<file path="src/rtl/uart_loader_pkg.sv">
// Shared types and constants for the UART boot loader.
// State encodings, frame marker bytes and bus widths.
package uart_loader_pkg;

  localparam int unsigned STATE_W = 3;
  localparam int unsigned BYTE_W  = 8;
  localparam int unsigned ADDR_W  = 30;
  localparam int unsigned DATA_W  = 32;
  localparam int unsigned CNT_W   = 16;

  typedef logic [STATE_W-1:0] state_t;

  localparam state_t ST_IDLE   = 3'd0;
  localparam state_t ST_CNT_LO = 3'd1;
  localparam state_t ST_CNT_HI = 3'd2;
  localparam state_t ST_DATA   = 3'd3;
  localparam state_t ST_WRITE  = 3'd4;
  localparam state_t ST_CSUM   = 3'd5;
  localparam state_t ST_RESP   = 3'd6;

  localparam logic [BYTE_W-1:0] SYNC_BYTE = 8'hA5;
  localparam logic [BYTE_W-1:0] ACK_BYTE  = 8'h06;
  localparam logic [BYTE_W-1:0] NAK_BYTE  = 8'h15;

endpackage

</file>
<file path="src/rtl/uart_loader_word_assembler.sv">
// Collects four little-endian bytes into one 32-bit word.
// The first byte received ends up in word[7:0].
module word_assembler
  import uart_loader_pkg::*;
(
  input  logic              clk,
  input  logic              reset,
  input  logic              clr,
  input  logic              byte_valid,
  input  logic [BYTE_W-1:0] byte_in,
  output logic [DATA_W-1:0] word,
  output logic              word_done_c
);

  logic [1:0]        lane_q, lane_d;
  logic [DATA_W-1:0] shift_q, shift_d;

  // New bytes enter at the top so that after four shifts byte 0 sits in the low lane.
  always_comb begin
    lane_d  = lane_q;
    shift_d = shift_q;
    if (clr) begin
      lane_d = 2'd0;
    end else if (byte_valid) begin
      lane_d  = lane_q + 2'd1;
      shift_d = {byte_in, shift_q[DATA_W-1:BYTE_W]};
    end
  end

  assign word_done_c = byte_valid && !clr && (lane_q == 2'd3);
  assign word        = shift_q;

  always_ff @(posedge clk or negedge reset) begin
    if (!reset) begin
      lane_q  <= 2'd0;
      shift_q <= '0;
    end else begin
      lane_q  <= lane_d;
      shift_q <= shift_d;
    end
  end

endmodule

</file>
<file path="src/rtl/uart_loader.sv">
// UART boot loader: takes A5/count/payload frames from the RX FIFO, writes words to RAM, answers ACK/NAK.
// Define LOADER_CHECKSUM_EN to expect a trailing XOR checksum byte after the payload.
module uart_loader
  import uart_loader_pkg::*;
#(
  parameter logic [ADDR_W-1:0] BASE_ADDR = 30'h0,
  parameter int unsigned       MAX_WORDS = 2048
) (
  input  logic              clk,
  input  logic              reset,
  input  logic [BYTE_W-1:0] r_data,
  input  logic              rx_empty,
  output logic              rd_uart,
  output logic [BYTE_W-1:0] w_data,
  output logic              wr_uart,
  input  logic              tx_full,
  output logic [ADDR_W-1:0] addr,
  output logic [DATA_W-1:0] wdata,
  output logic              we,
  output logic              cpu_hold
);

  state_t            state_q, state_d;
  logic [CNT_W-1:0]  count_q, count_d;
  logic [CNT_W-1:0]  idx_q, idx_d;
  logic [ADDR_W-1:0] addr_q, addr_d;
  logic [BYTE_W-1:0] w_data_q, w_data_d;
  logic              we_q, we_d;
  logic              wr_q, wr_d;
  logic              cpu_hold_q, cpu_hold_d;
  logic              ack_q, ack_d;
  logic              run_q;
  logic              consume_c, pop_c, asm_clr_c, word_done_c;
  logic [CNT_W-1:0]  cnt_new_c;
`ifdef LOADER_CHECKSUM_EN
  logic [BYTE_W-1:0] csum_q, csum_d;
`endif

  // Pop is combinational so the head byte is taken in the cycle it is seen; never while pushing a reply.
  assign consume_c = (state_q == ST_IDLE) || (state_q == ST_CNT_LO) || (state_q == ST_CNT_HI) ||
                     (state_q == ST_DATA) || (state_q == ST_CSUM);
  assign pop_c     = run_q && !wr_q && consume_c && !rx_empty;

  word_assembler u_asm (
    .clk         (clk),
    .reset       (reset),
    .clr         (asm_clr_c),
    .byte_valid  (pop_c && (state_q == ST_DATA)),
    .byte_in     (r_data),
    .word        (wdata),
    .word_done_c (word_done_c)
  );

  always_comb begin
    state_d    = state_q;
    count_d    = count_q;
    idx_d      = idx_q;
    addr_d     = addr_q;
    w_data_d   = w_data_q;
    we_d       = 1'b0;
    wr_d       = 1'b0;
    cpu_hold_d = cpu_hold_q;
    ack_d      = ack_q;
    asm_clr_c  = 1'b0;
    cnt_new_c  = {r_data, count_q[BYTE_W-1:0]};
`ifdef LOADER_CHECKSUM_EN
    csum_d     = csum_q;
`endif
    case (state_q)
      ST_IDLE: begin
        if (pop_c && (r_data == SYNC_BYTE)) begin
          state_d    = ST_CNT_LO;
          cpu_hold_d = 1'b1;
          asm_clr_c  = 1'b1;
          idx_d      = '0;
          addr_d     = BASE_ADDR;
`ifdef LOADER_CHECKSUM_EN
          csum_d     = '0;
`endif
        end
      end
      ST_CNT_LO: begin
        if (pop_c) begin
          count_d = {count_q[CNT_W-1:BYTE_W], r_data};
          state_d = ST_CNT_HI;
        end
      end
      ST_CNT_HI: begin
        if (pop_c) begin
          count_d = cnt_new_c;
          if (cnt_new_c == '0) begin
`ifdef LOADER_CHECKSUM_EN
            state_d = ST_CSUM;
`else
            state_d = ST_RESP;
            ack_d   = 1'b1;
`endif
          end else if (32'(cnt_new_c) > 32'(MAX_WORDS)) begin
            state_d = ST_RESP;
            ack_d   = 1'b0;
          end else begin
            state_d = ST_DATA;
          end
        end
      end
      ST_DATA: begin
        if (pop_c) begin
`ifdef LOADER_CHECKSUM_EN
          csum_d = csum_q ^ r_data;
`endif
          if (word_done_c) begin
            state_d = ST_WRITE;
            we_d    = 1'b1;
          end
        end
      end
      ST_WRITE: begin
        idx_d  = idx_q + 16'd1;
        addr_d = addr_q + 30'd1;
        if ((idx_q + 16'd1) == count_q) begin
`ifdef LOADER_CHECKSUM_EN
          state_d = ST_CSUM;
`else
          state_d = ST_RESP;
          ack_d   = 1'b1;
`endif
        end else begin
          state_d = ST_DATA;
        end
      end
`ifdef LOADER_CHECKSUM_EN
      ST_CSUM: begin
        if (pop_c) begin
          ack_d   = (r_data == csum_q);
          state_d = ST_RESP;
        end
      end
`endif
      ST_RESP: begin
        if (!tx_full) begin
          wr_d     = 1'b1;
          w_data_d = ack_q ? ACK_BYTE : NAK_BYTE;
          state_d  = ST_IDLE;
          if (ack_q) cpu_hold_d = 1'b0;
        end
      end
      default: state_d = ST_IDLE;
    endcase
  end

  always_ff @(posedge clk or negedge reset) begin
    if (!reset) begin
      state_q    <= ST_IDLE;
      count_q    <= '0;
      idx_q      <= '0;
      addr_q     <= BASE_ADDR;
      w_data_q   <= '0;
      we_q       <= 1'b0;
      wr_q       <= 1'b0;
      cpu_hold_q <= 1'b1;
      ack_q      <= 1'b0;
      run_q      <= 1'b0;
`ifdef LOADER_CHECKSUM_EN
      csum_q     <= '0;
`endif
    end else begin
      state_q    <= state_d;
      count_q    <= count_d;
      idx_q      <= idx_d;
      addr_q     <= addr_d;
      w_data_q   <= w_data_d;
      we_q       <= we_d;
      wr_q       <= wr_d;
      cpu_hold_q <= cpu_hold_d;
      ack_q      <= ack_d;
      run_q      <= 1'b1;
`ifdef LOADER_CHECKSUM_EN
      csum_q     <= csum_d;
`endif
    end
  end

  assign rd_uart  = pop_c;
  assign w_data   = w_data_q;
  assign wr_uart  = wr_q;
  assign addr     = addr_q;
  assign we       = we_q;
  assign cpu_hold = cpu_hold_q;

endmodule

</file>
<file path="config.mk">
export PLATFORM = sky130hd
export DESIGN_NAME = uart_loader
export DESIGN_NICKNAME = d
export VERILOG_FILES = /design/src/rtl/uart_loader_pkg.sv /design/src/rtl/uart_loader_word_assembler.sv /design/src/rtl/uart_loader.sv
export SDC_FILE = /design/constraint.sdc
export NUM_CORES = 1
export LEC_CHECK = 0
export BUFFER_PORTS_ARGS = -buffer_cell sky130_fd_sc_hd__buf_2
export CORE_MARGIN = 2
export CORE_UTILIZATION = 60
export DETAILED_ROUTE_END_ITERATION = 8
export PLACE_DENSITY_LB_ADDON = 0.05
export SETUP_SLACK_MARGIN = 0.5
export SLEW_MARGIN = 20
export SYNTH_ARGS = -nofsm -noshare
export SYNTH_HDL_FRONTEND = slang
export SYNTH_SLANG_ARGS = --single-unit
export TNS_END_PERCENT = 10
</file>
<file path="constraint.sdc">
create_clock -name clk -period 3 [get_ports clk]
set_input_delay 0.75 -clock clk [delete_from_list [all_inputs] [get_ports clk]]
set_output_delay 0.75 -clock clk [all_outputs]
set_load 0.1 [all_outputs]
</file>
==> metrics.yaml <==
status: "finished clean"
setup_viol: 0
cts_tree: "done"
required_ps: 2250
clock_latency_ps: 380
die_y_um: 98.8
row_count: 34
slew_viol_final: 0
multiInputGateArea_sq_um: 2570
grtUsageTotal_pct: 25.1
seq_area_frac_synth_pct: 49.7
design_area_sq_um: 6090
fin_nets: 613
gp_congestion: 0.888
maxCapViolCount: 0
synthToLayoutAreaGrowth_pct: 12.9
synth_most_common_cell: "dfrtp_1"
ys_top_cells_by_count: "106 x dfrtp_1, 70 x nand2_1, 56 x o21ai_0"
antenna-diode-count: 0
grt_pass1_wl_um: 20000
wire_per_inst_um: 16.4
antenna_found_initial: 0
core_region_area_sq_um: 8720
skew_ps: 11.9
synth_edf_count: 0
drt_pre_antenna_iters: 5
place_area_sq_um: 5880
grt_setup_unrepaired: "false"
fillers: 682
netlist_instances: 526
place_hpwl_um: 8310
post-route-period-util_pct: 80.9
grt_pass1_vias: 4103
dieArea_sq_um: 9760
netlist_top_cells_area: "dfrtp_1 49%, mux2_2 8.4%, o21ai_0 5.2%"
period_minus_slack_ps: 2430
cts.clk_slew.worst_paths_ps: 110
max_clock_freq_mhz: 412
clkSinkCount: 107
crit_type: "in -> out"
crit_fanout: 3
port_buffers: 81
h-tree-depth: 3
io_pins: 86
ff_latch_area_sq_um: 2680
syn-cell-area_sq_um: 5390
num_vias: 4220
synth_top_area_share_pct: 49.2
grt_start_max_net_pins: 47
initial_core_util_pct: 61.8
syn_avg_cell_area_sq_um: 10.2
slew_headroom_pct: 49.2
wl_um: 11700
ys_warn_count: 0
vias_per_cell: 5.94
ys_ff_latch: 107
drive_gt1_share_pct: 27.4
drc: 0
hold_violations: 0
drt_iter0_drc: 149
ys_async_sr_fraction_pct: 100
worst_slew_pin_slew_ps: 761
ys.flop_type: "dfrtp_1"
synth.distinct_cells: 65
cp-end-kind: "primary output"
clk_path_buf_depth: 2
die_w_um: 98.8
synth_area_leader_cell: "dfrtp_1"
cts_buffers: 9
arrival_ps: 1680
hp-class: "in -> async"
final.setup.tns_ps: 0
cp-start-kind: "input pin"
overflow: 0
ant_nets: 0
cts_root_buf: "clkbuf_8"
## registers in the layout (all words and copies together), names as in the netlist
name	cells
cpu_hold	1
wr_uart	1
idx_q	16
run_q	1
we	1
count_q	16
ack_q	1
state_q	3
u_asm.lane_q	2
u_asm.word	32
w_data	3
addr	30
## critical path, stage by stage
cell	delay [ps]
buf_2	110
or3b_4	400
a21oi_4	110
buf_4	300
## placed cells by master, fill, tap and decap left out, types with 3 or more instances in the layout
master,n
mux2_2,40
nand4_1,10
nor2b_1,5
and2_1,4
o41ai_1,3
ha_1,3
o21ai_0,56
o211ai_1,4
o31ai_1,9
clkbuf_8,9
dfrtp_1,105
nor3_1,6
nand2_1,70
inv_1,4
nor2_1,20
xnor2_1,12
buf_2,79
or3_1,3
a31oi_1,4
nand2b_1,4
nor4_1,4
conb_1,5
a21oi_1,11
and4_1,6
mux2i_1,14
clkinv_8,3
xor2_1,10
buf_4,9
nand3_1,35
and3_1,7
## worst paths after layout
path	end	slack (ps)	depth (start not counted)	start
worst max-delay path	rd_uart	570	4	rx_empty
worst max register to register	addr[27]	680	5	state_q[1]
worst min-delay path	u_asm.word[4]	340	1	reset
min in group clk	addr[29]	470	1	addr[29]
max in group asynchronous	cpu_hold	1980	2	reset
worst min register to register	addr[29]	470	1	addr[29]
## what timing repair did
action	4_1_cts	5_1_grt
resized for setup	1	0
setup buffers	0	0
endpoints found under the setup margin	1	0
hold buffers	0	0
## metrics by stage
step,hold slack [ps],setup slack (ps),instances,util [%]
2_1_floorplan,454,475,529,-
3_3_place_gp,446,456,695,67.4
3_5_place_dp,453,436,695,67.4
4_1_cts,341,565,711,69.8
5_1_grt,367,532,711,69.8
6_report,345,574,711,69.8
## metal layers
layer | global-route usage, % | wire (um)
met1 | 35.4 | 5300
met2 | 39.9 | 5550
met5 | 0 | 0
met3 | 5.74 | 674
met4 | 6.43 | 160
## layout make-up
class                      instances  area share [%]
sequential                       107            44.0
multi-input combinational        387            42.2
timing repair buffer              89            7.94
tap                              108            2.22
clock buffer                       9            2.04
clock inverter                     7            1.36
inverter                           4           0.247
## kinds of logic after synthesis
logic type	Yosys count	synth area share, %
multiplexers	54	11.0
XOR/XNOR	23	4.02
other	2	0.139
AND/OR/NAND/NOR	196	19.4
buffers and inverters	35	3.16
adder cells (fa/ha/maj)	3	0.696
flip-flops	107	49.7
AO/OA/AOI/OAI	106	12.0
Power is not shown: default switching activity piles up to over one toggle a cycle in this logic, so the estimate is an artifact.
